`config.mk`:
```
export PLATFORM = sky130hd
export DESIGN_NAME = alu_decode_stage_flat
export DESIGN_NICKNAME = d
export VERILOG_FILES = /design/src/rtl/alu_pkg.sv /design/src/rtl/alu_decode_stage_if.sv /design/src/rtl/rv32i_insn_decode.sv /design/src/rtl/alu_decode_stage.sv /design/src/flat_wrapper.sv
export SDC_FILE = /design/constraint.sdc
export NUM_CORES = 1
export LEC_CHECK = 0
export CORE_ASPECT_RATIO = 1.5
export CORE_MARGIN = 8
export CORE_UTILIZATION = 52
export DETAILED_ROUTE_END_ITERATION = 16
export PLACE_DENSITY = 0.89
export SETUP_SLACK_MARGIN = 0.5
export SYNTH_ARGS = -nofsm -noshare
export SYNTH_HDL_FRONTEND = slang
export SYNTH_SLANG_ARGS = --single-unit
```
`constraint.sdc`:
```
create_clock -name clk -period 6.75 [get_ports clk]
set_clock_uncertainty 0.2 [all_clocks]
set_input_delay 1.0125 -clock clk [delete_from_list [all_inputs] [get_ports clk]]
set_output_delay 1.0125 -clock clk [all_outputs]
set_load 0.005 [all_outputs]
```
`src/rtl/alu_pkg.sv`:
```
// Shared encodings for the RV32I decode stage: ALU op codes, opcodes,
// operand-select and instruction-kind encodings, and the decoded-field record.
package alu_pkg;

   localparam logic [3:0] ALU_EQ  = 4'd0;
   localparam logic [3:0] ALU_NE  = 4'd1;
   localparam logic [3:0] ALU_LT  = 4'd2;
   localparam logic [3:0] ALU_GE  = 4'd3;
   localparam logic [3:0] ALU_LTU = 4'd4;
   localparam logic [3:0] ALU_GEU = 4'd5;
   localparam logic [3:0] ALU_ADD = 4'd6;
   localparam logic [3:0] ALU_XOR = 4'd7;
   localparam logic [3:0] ALU_OR  = 4'd8;
   localparam logic [3:0] ALU_AND = 4'd9;
   localparam logic [3:0] ALU_SUB = 4'd10;
   localparam logic [3:0] ALU_SLL = 4'd11;
   localparam logic [3:0] ALU_SRL = 4'd12;
   localparam logic [3:0] ALU_SRA = 4'd13;

   localparam logic [6:0] OPC_LUI    = 7'b0110111;
   localparam logic [6:0] OPC_AUIPC  = 7'b0010111;
   localparam logic [6:0] OPC_JAL    = 7'b1101111;
   localparam logic [6:0] OPC_JALR   = 7'b1100111;
   localparam logic [6:0] OPC_BRANCH = 7'b1100011;
   localparam logic [6:0] OPC_LOAD   = 7'b0000011;
   localparam logic [6:0] OPC_STORE  = 7'b0100011;
   localparam logic [6:0] OPC_OP_IMM = 7'b0010011;
   localparam logic [6:0] OPC_OP     = 7'b0110011;

   localparam logic [1:0] SRC1_RS1  = 2'b00;
   localparam logic [1:0] SRC1_PC   = 2'b01;
   localparam logic [1:0] SRC1_ZERO = 2'b10;
   localparam logic       SRC2_RS2  = 1'b0;
   localparam logic       SRC2_IMM  = 1'b1;

   localparam logic [2:0] KIND_ALU    = 3'd0;
   localparam logic [2:0] KIND_BRANCH = 3'd1;
   localparam logic [2:0] KIND_LOAD   = 3'd2;
   localparam logic [2:0] KIND_STORE  = 3'd3;
   localparam logic [2:0] KIND_JAL    = 3'd4;
   localparam logic [2:0] KIND_JALR   = 3'd5;

   typedef enum logic [1:0] {ST_EMPTY, ST_ONE, ST_TWO} stage_state_t;

   typedef struct packed {
      logic [3:0]  alu_op;
      logic [4:0]  rs1;
      logic [4:0]  rs2;
      logic [4:0]  rd;
      logic        rd_we;
      logic [31:0] imm;
      logic [1:0]  src1_sel;
      logic        src2_sel;
      logic [2:0]  kind;
      logic        illegal;
   } dec_t;

   // Register/immediate arithmetic op from funct3; alt selects SUB/SRA.
   function automatic logic [3:0] arith_op(input logic [2:0] f3, input logic alt);
      logic [3:0] op;
      case (f3)
         3'b000:  op = alt ? ALU_SUB : ALU_ADD;
         3'b001:  op = ALU_SLL;
         3'b010:  op = ALU_LT;
         3'b011:  op = ALU_LTU;
         3'b100:  op = ALU_XOR;
         3'b101:  op = alt ? ALU_SRA : ALU_SRL;
         3'b110:  op = ALU_OR;
         default: op = ALU_AND;
      endcase
      return op;
   endfunction

endpackage

```
`src/rtl/alu_decode_stage_if.sv`:
```
// Fetch-side and execute-side handshake bundle of the decode stage.
// slave: the stage's view; master: the surrounding pipeline's view.
interface alu_decode_stage_if;
   logic        flush;
   logic        in_valid;
   logic        in_ready;
   logic [31:0] in_insn;
   logic [31:0] in_pc;
   logic        out_valid;
   logic        out_ready;
   logic [31:0] out_pc;
   logic [3:0]  out_alu_op;
   logic [4:0]  out_rs1;
   logic [4:0]  out_rs2;
   logic [4:0]  out_rd;
   logic        out_rd_we;
   logic [31:0] out_imm;
   logic [1:0]  out_src1_sel;
   logic        out_src2_sel;
   logic [2:0]  out_kind;
   logic        out_illegal;

   modport slave (
      input  flush, in_valid, in_insn, in_pc, out_ready,
      output in_ready, out_valid, out_pc, out_alu_op, out_rs1, out_rs2, out_rd,
             out_rd_we, out_imm, out_src1_sel, out_src2_sel, out_kind, out_illegal
   );

   modport master (
      output flush, in_valid, in_insn, in_pc, out_ready,
      input  in_ready, out_valid, out_pc, out_alu_op, out_rs1, out_rs2, out_rd,
             out_rd_we, out_imm, out_src1_sel, out_src2_sel, out_kind, out_illegal
   );
endinterface

```
`src/rtl/rv32i_insn_decode.sv`:
```
// Combinational RV32I instruction-to-ALU-control decoder.
// Optional ILLEGAL_INSN_EN: flag unrecognised opcodes and reserved funct3/funct7.
// Any bad encoding decodes as a nop (ADD, no writeback) in both builds.
module rv32i_insn_decode
   import alu_pkg::*;
(
   input  logic [31:0] insn,
   output dec_t        dec
);

   logic [6:0]  opc;
   logic [2:0]  f3;
   logic [6:0]  f7;
   logic [31:0] imm_i, imm_s, imm_b, imm_u, imm_j;
   logic        known, reserved, writes;
   dec_t        d;

   assign opc   = insn[6:0];
   assign f3    = insn[14:12];
   assign f7    = insn[31:25];
   assign imm_i = {{20{insn[31]}}, insn[31:20]};
   assign imm_s = {{20{insn[31]}}, insn[31:25], insn[11:7]};
   assign imm_b = {{19{insn[31]}}, insn[31], insn[7], insn[30:25], insn[11:8], 1'b0};
   assign imm_u = {insn[31:12], 12'b0};
   assign imm_j = {{11{insn[31]}}, insn[31], insn[19:12], insn[20], insn[30:21], 1'b0};

   // Field extraction per opcode, then nop-ify anything unrecognised or reserved.
   always_comb begin
      d        = '0;
      d.alu_op = ALU_ADD;
      known    = 1'b1;
      reserved = 1'b0;
      writes   = 1'b0;
      case (opc)
         OPC_OP: begin
            d.rs1    = insn[19:15];
            d.rs2    = insn[24:20];
            d.rd     = insn[11:7];
            d.alu_op = arith_op(f3, insn[30]);
            writes   = 1'b1;
            reserved = !((f7 == 7'b0000000) ||
                         (f7 == 7'b0100000 && (f3 == 3'b000 || f3 == 3'b101)));
         end
         OPC_OP_IMM: begin
            d.rs1      = insn[19:15];
            d.rd       = insn[11:7];
            d.src2_sel = SRC2_IMM;
            d.alu_op   = arith_op(f3, (f3 == 3'b101) && insn[30]);
            writes     = 1'b1;
            if (f3 == 3'b001 || f3 == 3'b101) begin
               d.imm    = {27'b0, insn[24:20]};
               reserved = (f3 == 3'b001) ? (f7 != 7'b0000000)
                                         : !(f7 == 7'b0000000 || f7 == 7'b0100000);
            end else begin
               d.imm = imm_i;
            end
         end
         OPC_BRANCH: begin
            d.rs1  = insn[19:15];
            d.rs2  = insn[24:20];
            d.imm  = imm_b;
            d.kind = KIND_BRANCH;
            case (f3)
               3'b000:  d.alu_op = ALU_EQ;
               3'b001:  d.alu_op = ALU_NE;
               3'b100:  d.alu_op = ALU_LT;
               3'b101:  d.alu_op = ALU_GE;
               3'b110:  d.alu_op = ALU_LTU;
               3'b111:  d.alu_op = ALU_GEU;
               default: reserved = 1'b1;
            endcase
         end
         OPC_LOAD: begin
            d.rs1      = insn[19:15];
            d.rd       = insn[11:7];
            d.imm      = imm_i;
            d.src2_sel = SRC2_IMM;
            d.kind     = KIND_LOAD;
            writes     = 1'b1;
            reserved   = (f3 == 3'b011) || (f3 == 3'b110) || (f3 == 3'b111);
         end
         OPC_STORE: begin
            d.rs1      = insn[19:15];
            d.rs2      = insn[24:20];
            d.imm      = imm_s;
            d.src2_sel = SRC2_IMM;
            d.kind     = KIND_STORE;
            reserved   = (f3 > 3'b010);
         end
         OPC_JALR: begin
            d.rs1      = insn[19:15];
            d.rd       = insn[11:7];
            d.imm      = imm_i;
            d.src2_sel = SRC2_IMM;
            d.kind     = KIND_JALR;
            writes     = 1'b1;
            reserved   = (f3 != 3'b000);
         end
         OPC_JAL: begin
            d.rd       = insn[11:7];
            d.imm      = imm_j;
            d.src1_sel = SRC1_PC;
            d.src2_sel = SRC2_IMM;
            d.kind     = KIND_JAL;
            writes     = 1'b1;
         end
         OPC_LUI: begin
            d.rd       = insn[11:7];
            d.imm      = imm_u;
            d.src1_sel = SRC1_ZERO;
            d.src2_sel = SRC2_IMM;
            writes     = 1'b1;
         end
         OPC_AUIPC: begin
            d.rd       = insn[11:7];
            d.imm      = imm_u;
            d.src1_sel = SRC1_PC;
            d.src2_sel = SRC2_IMM;
            writes     = 1'b1;
         end
         default: known = 1'b0;
      endcase

      if (!known || reserved) begin
         d        = '0;
         d.alu_op = ALU_ADD;
         writes   = 1'b0;
      end
      d.rd_we = writes && (d.rd != 5'd0);
`ifdef ILLEGAL_INSN_EN
      d.illegal = !known || reserved;
`else
      d.illegal = 1'b0;
`endif
      dec = d;
   end

endmodule

```
`src/rtl/alu_decode_stage.sv`:
```
// RV32I decode stage: decodes fetched instructions and presents ALU control
// fields from a registered two-entry (main + skid) buffer.
// Optional ILLEGAL_INSN_EN enables the out_illegal flag in the decoder.
//
//   state    | meaning
//   ST_EMPTY | no entry buffered, out_valid=0
//   ST_ONE   | main holds the presented entry, skid empty
//   ST_TWO   | main presented, skid holds the next entry, in_ready=0
module alu_decode_stage
   import alu_pkg::*;
#(
   parameter int              XLEN     = 32,
   parameter logic [XLEN-1:0] RESET_PC = '0
) (
   input  logic               clk,
   input  logic               rst,
   alu_decode_stage_if.slave  bus
);

   stage_state_t    state;
   dec_t            dec_in, main_d, skid_d;
   logic [XLEN-1:0] main_pc, skid_pc;
   logic            in_ready_r, out_valid_r;
   logic            accept, pop;

   rv32i_insn_decode u_dec (
      .insn (bus.in_insn),
      .dec  (dec_in)
   );

   assign accept = bus.in_valid && in_ready_r;
   assign pop    = out_valid_r && bus.out_ready;

   // Buffer FSM; ready/valid are registered alongside the next state.
   always_ff @(posedge clk or posedge rst) begin
      if (rst) begin
         state       <= ST_EMPTY;
         main_d      <= '0;
         main_pc     <= RESET_PC;
         skid_d      <= '0;
         skid_pc     <= '0;
         in_ready_r  <= 1'b1;
         out_valid_r <= 1'b0;
      end else if (bus.flush) begin
         state       <= ST_EMPTY;
         main_d      <= '0;
         main_pc     <= RESET_PC;
         in_ready_r  <= 1'b1;
         out_valid_r <= 1'b0;
      end else begin
         case (state)
            ST_EMPTY: begin
               if (accept) begin
                  main_d      <= dec_in;
                  main_pc     <= bus.in_pc;
                  out_valid_r <= 1'b1;
                  state       <= ST_ONE;
               end
            end
            ST_ONE: begin
               if (accept && !pop) begin
                  skid_d     <= dec_in;
                  skid_pc    <= bus.in_pc;
                  in_ready_r <= 1'b0;
                  state      <= ST_TWO;
               end else if (accept && pop) begin
                  main_d  <= dec_in;
                  main_pc <= bus.in_pc;
               end else if (pop) begin
                  main_d      <= '0;
                  main_pc     <= RESET_PC;
                  out_valid_r <= 1'b0;
                  state       <= ST_EMPTY;
               end
            end
            ST_TWO: begin
               if (pop) begin
                  main_d     <= skid_d;
                  main_pc    <= skid_pc;
                  in_ready_r <= 1'b1;
                  state      <= ST_ONE;
               end
            end
            default: begin
               state       <= ST_EMPTY;
               in_ready_r  <= 1'b1;
               out_valid_r <= 1'b0;
            end
         endcase
      end
   end

   assign bus.in_ready     = in_ready_r;
   assign bus.out_valid    = out_valid_r;
   assign bus.out_pc       = main_pc;
   assign bus.out_alu_op   = main_d.alu_op;
   assign bus.out_rs1      = main_d.rs1;
   assign bus.out_rs2      = main_d.rs2;
   assign bus.out_rd       = main_d.rd;
   assign bus.out_rd_we    = main_d.rd_we;
   assign bus.out_imm      = main_d.imm;
   assign bus.out_src1_sel = main_d.src1_sel;
   assign bus.out_src2_sel = main_d.src2_sel;
   assign bus.out_kind     = main_d.kind;
   assign bus.out_illegal  = main_d.illegal;

endmodule

```
`src/flat_wrapper.sv`:
```
// flat-port wrapper written by rule: the top's interface ports become plain ports
module alu_decode_stage_flat import alu_pkg::*;
#(
   parameter int              XLEN     = 32,
   parameter logic [XLEN-1:0] RESET_PC = '0
)
  (clk, rst, bus_flush, bus_in_valid, bus_in_insn, bus_in_pc, bus_out_ready, bus_in_ready, bus_out_valid, bus_out_pc, bus_out_alu_op, bus_out_rs1, bus_out_rs2, bus_out_rd, bus_out_rd_we, bus_out_imm, bus_out_src1_sel, bus_out_src2_sel, bus_out_kind, bus_out_illegal);
  alu_decode_stage_if bus_i ();
  input  logic clk;
  input  logic rst;
  input wire logic [$bits(bus_i.flush)-1:0] bus_flush;
  input wire logic [$bits(bus_i.in_valid)-1:0] bus_in_valid;
  input wire logic [$bits(bus_i.in_insn)-1:0] bus_in_insn;
  input wire logic [$bits(bus_i.in_pc)-1:0] bus_in_pc;
  input wire logic [$bits(bus_i.out_ready)-1:0] bus_out_ready;
  output wire logic [$bits(bus_i.in_ready)-1:0] bus_in_ready;
  output wire logic [$bits(bus_i.out_valid)-1:0] bus_out_valid;
  output wire logic [$bits(bus_i.out_pc)-1:0] bus_out_pc;
  output wire logic [$bits(bus_i.out_alu_op)-1:0] bus_out_alu_op;
  output wire logic [$bits(bus_i.out_rs1)-1:0] bus_out_rs1;
  output wire logic [$bits(bus_i.out_rs2)-1:0] bus_out_rs2;
  output wire logic [$bits(bus_i.out_rd)-1:0] bus_out_rd;
  output wire logic [$bits(bus_i.out_rd_we)-1:0] bus_out_rd_we;
  output wire logic [$bits(bus_i.out_imm)-1:0] bus_out_imm;
  output wire logic [$bits(bus_i.out_src1_sel)-1:0] bus_out_src1_sel;
  output wire logic [$bits(bus_i.out_src2_sel)-1:0] bus_out_src2_sel;
  output wire logic [$bits(bus_i.out_kind)-1:0] bus_out_kind;
  output wire logic [$bits(bus_i.out_illegal)-1:0] bus_out_illegal;
  assign bus_i.flush = bus_flush;
  assign bus_i.in_valid = bus_in_valid;
  assign bus_i.in_insn = bus_in_insn;
  assign bus_i.in_pc = bus_in_pc;
  assign bus_i.out_ready = bus_out_ready;
  assign bus_in_ready = bus_i.in_ready;
  assign bus_out_valid = bus_i.out_valid;
  assign bus_out_pc = bus_i.out_pc;
  assign bus_out_alu_op = bus_i.out_alu_op;
  assign bus_out_rs1 = bus_i.out_rs1;
  assign bus_out_rs2 = bus_i.out_rs2;
  assign bus_out_rd = bus_i.out_rd;
  assign bus_out_rd_we = bus_i.out_rd_we;
  assign bus_out_imm = bus_i.out_imm;
  assign bus_out_src1_sel = bus_i.out_src1_sel;
  assign bus_out_src2_sel = bus_i.out_src2_sel;
  assign bus_out_kind = bus_i.out_kind;
  assign bus_out_illegal = bus_i.out_illegal;
  alu_decode_stage #(.XLEN(XLEN), .RESET_PC(RESET_PC)) u_core (.clk(clk), .rst(rst), .bus(bus_i));
endmodule
```
==> reports/qor.yml <==
layout:
  stdcell_count: 1181
  n_fill_cell: 1213
  area_growth_pct: 27.0
  layout-drive-gt1-share: 0.0798
  fin_nets: 1039
  antenna_cells: 0
  fin_util: 0.674
yosys:
  yosysTopAreaCell: "dfrtp_1"
  syn-num-nets: 912
  synth_xor_xnor_area_share: 0.00106
  synthCells: 839
  ys_ff_latch: 184
  synth_area_leaders: "dfrtp_1 (55%), nand2_1 (9.9%), a22oi_1 (7.9%)"
  syn-cell-area_mm2: 0.00829
  synth_top_family_by_area: "compound AO/OA/AOI/OAI gates"
  syn_area_per_cell_um2: 9.89
  synthMostInstantiatedCell: "nand2_1"
  synthAdderAreaFrac: 0.00724
  synthSimpleGateAreaFrac: 0.160
  synth-compound-area-share: 0.237
  yosys_warnings: 0
  synth_common_cells: "nand2_1 (218), dfrtp_1 (183), a22oi_1 (87), o21ai_0 (65), clkbuf_1 (44)"
  synth_top_area_frac: 0.552
  ys.flop_type: "dfrtp_1"
  synthArstFlopShare: 1.00
  synthMuxAreaShare: 0.00136
  synth_edf_count: 0
  ys_seq_area_frac: 0.555
  ys_types: 65
detailed_routing:
  viasPerCell: 6.09
  vias: 7190
  drt_iter0_markers: 957
  wl_per_cell_um: 19.9
  dr.pass1.iters: 8
  routed_wl_um: 23500
  route.detailed.drc: 0
  final_antenna_net_count: 0
worst_setup_path:
  startpoint: "bus_in_insn[5]"
  r2r_start: "u_core.state[1]$_DFFE_PP0P_"
  slowest_stage: "clkdlybuf4s50_1"
  critical_path_buf_inv_count: 1
  crit_chain: "clkdlybuf4s50_1, nand4b_1, nor2_1, a31oi_1, a211oi_2, nand4_1, nand2_1"
  cp.arrival_ns: 3.93
  ff2ff_setup_slack_ns: 3.48
  cpLargestDelayFamily: "simple AND/OR/NAND/NOR gates"
  critPathMaxStageDelay_ns: 0.92
  critPathRequiredTime_ns: 6.90
  endpoint_kind: "register"
  crit_type: "in -> reg"
  start_kind: "primary input"
  path_max_fanout: 20
sta:
  fin_crit_ns: 3.78
  period_share: 0.561
  rsz0062_at_grt: "false"
  slew_headroom: 0.253
  hold_viol: 0
  fmax_ghz: 0.264
  tightest_slew_ns: 1.12
  drv_slew: 0
  setup_viol: 0
  fin_tns_setup_ns: 0
clocking:
  cts_tree: "built"
  clockBufferDepth: 2
  clockRootBuffer: "clkbuf_16"
  ctsHoldBuffers: 0
  clkSinkCount: 184
  cts_buffers: 17
  htree_levels: 4
  cts.repair.resized: 0
  clock_latency_ns: 0.43
  clk_pin_slew_ns: 0.07
  post-cts-setup-buffers: 0
placement:
  portBuffers: 160
  place_congestion: 0.961
  placed_cells: 1150
  hpwlAfterDp_um: 15700
global_route:
  grt_pass1_wl_um: 38400
  grt-ovfl-total: 0
  grt_usage: 0.234
  grt_start_max_net_pins: 79
  grt_pass1_vias: 7490
  antenna_found_initial: 0
die:
  rows: 56
  die_h_um: 171
  die_area_mm2: 0.0203
  coreArea_mm2: 0.0156
  start_util: 0.531
  die_x_um: 119
  ioPinCount: 162
power:
  vdd_drop_max_v: 0.000186
  cellPowerDensity_mw_per_mm2: 295
  p_leak_nw: 4.73
hold_path:
  min_path_type: "reg -> reg"
  hp-start: "u_core.skid_pc[20]$_DFFE_PP0P_"
flow_run:
  drv_cap: 0
status:
  outcome: "complete, no violations"
## layer usage
metal	part of all wire	wire length [µm]	GRT usage
met1	0.39	9060	0.271
met2	0.51	11900	0.389
met3	0.067	1570	0.0534
met4	0.042	981	0.142
met5	0	0	0
## cell type report
cell class | instances | area [µm²] | area share
clock buffer | 18 | 439 | 0.0417
clock inverter | 13 | 121 | 0.0115
inverter | 7 | 31.3 | 0.00297
multi-input combinational | 586 | 3410 | 0.323
sequential | 184 | 4610 | 0.437
tap | 203 | 254 | 0.0241
timing repair buffer | 170 | 1680 | 0.159
## path summary, 6_finish.rpt
check,endpoint,cells past startpoint
max,u_core.skid_d[36]$_DFFE_PP0P_,7
min,u_core.skid_pc[20]$_DFFE_PP0P_,2
max reg2reg,u_core.bus.out_rd[2]$_DFFE_PP0P_,8
min reg2reg,u_core.skid_pc[20]$_DFFE_PP0P_,2
max in group asynchronous,u_core.bus.out_rs1[3]$_DFFE_PP0P_,3
min in group asynchronous,u_core.skid_pc[28]$_DFFE_PP0P_,2
## report_power, final
group | switching (mW) | internal, mW | total [mW]
Sequential | 0.102 | 1.28 | 1.38
Combinational | 0.452 | 0.312 | 0.764
Clock | 0.460 | 0.498 | 0.958
## worst min-delay path: cells and delay by family, from the launching register on
family / cells / cell delay, ns
DFF: 1 / 0.34
and+or+nand+nor: 2 / 0.10
## cells in the final DEF (no fill, tap or decap), types with 4 or more instances in the layout
cell / instances
nand2_1: 218
nand3b_1: 5
inv_1: 6
o21ai_1: 23
nand2b_1: 5
a222oi_1: 11
o31ai_1: 11
clkdlybuf4s50_1: 160
and3_1: 5
inv_6: 8
buf_4: 10
nand3_1: 8
dfrtp_1: 183
a21o_1: 7
o21ai_2: 10
inv_8: 4
clkbuf_16: 17
a31oi_1: 6
nor2_1: 16
a22oi_1: 87
a22o_1: 25
ha_1: 4
o21ai_0: 65
a21oi_1: 17
## through the flow
step	power (mW)	hold slack [ns]	instance area, µm²	worst slack (ns)
floorplan	1.80	0.246	8290	0.539
global placement	2.14	0.257	9980	2.77
detailed placement	2.16	0.262	9980	2.64
CTS	3.12	0.281	10500	3.06
global route	3.26	0.293	10500	2.80
finish	3.10	0.277	10500	2.97
## sequential cells by signal, summed over array words and instances (netlist names)
signal                   cells
u_core.bus.out_valid         1
u_core.bus.out_rs1           5
u_core.bus.out_rd            5
u_core.bus.out_rd_we         1
u_core.bus.out_imm          32
u_core.bus.out_src2_sel      1
u_core.bus.out_kind          3
u_core.bus.in_ready          1
u_core.bus.out_src1_sel      2
u_core.state                 2
u_core.bus.out_rs2           5
u_core.skid_d               58
u_core.bus.out_alu_op        4
u_core.skid_pc              32
u_core.bus.out_pc           32
## cells by family (layout without fill, tap and decap cells)
kind of cell	Yosys count	after routing
AO/OA/AOI/OAI	283	283
flip-flops	184	184
buffers and inverters	69	208
other	1	1
adder cells (fa/ha/maj)	5	5
AND/OR/NAND/NOR	295	295
XOR/XNOR	1	1
multiplexers	1	1
(Power assumes the default switching activity.)
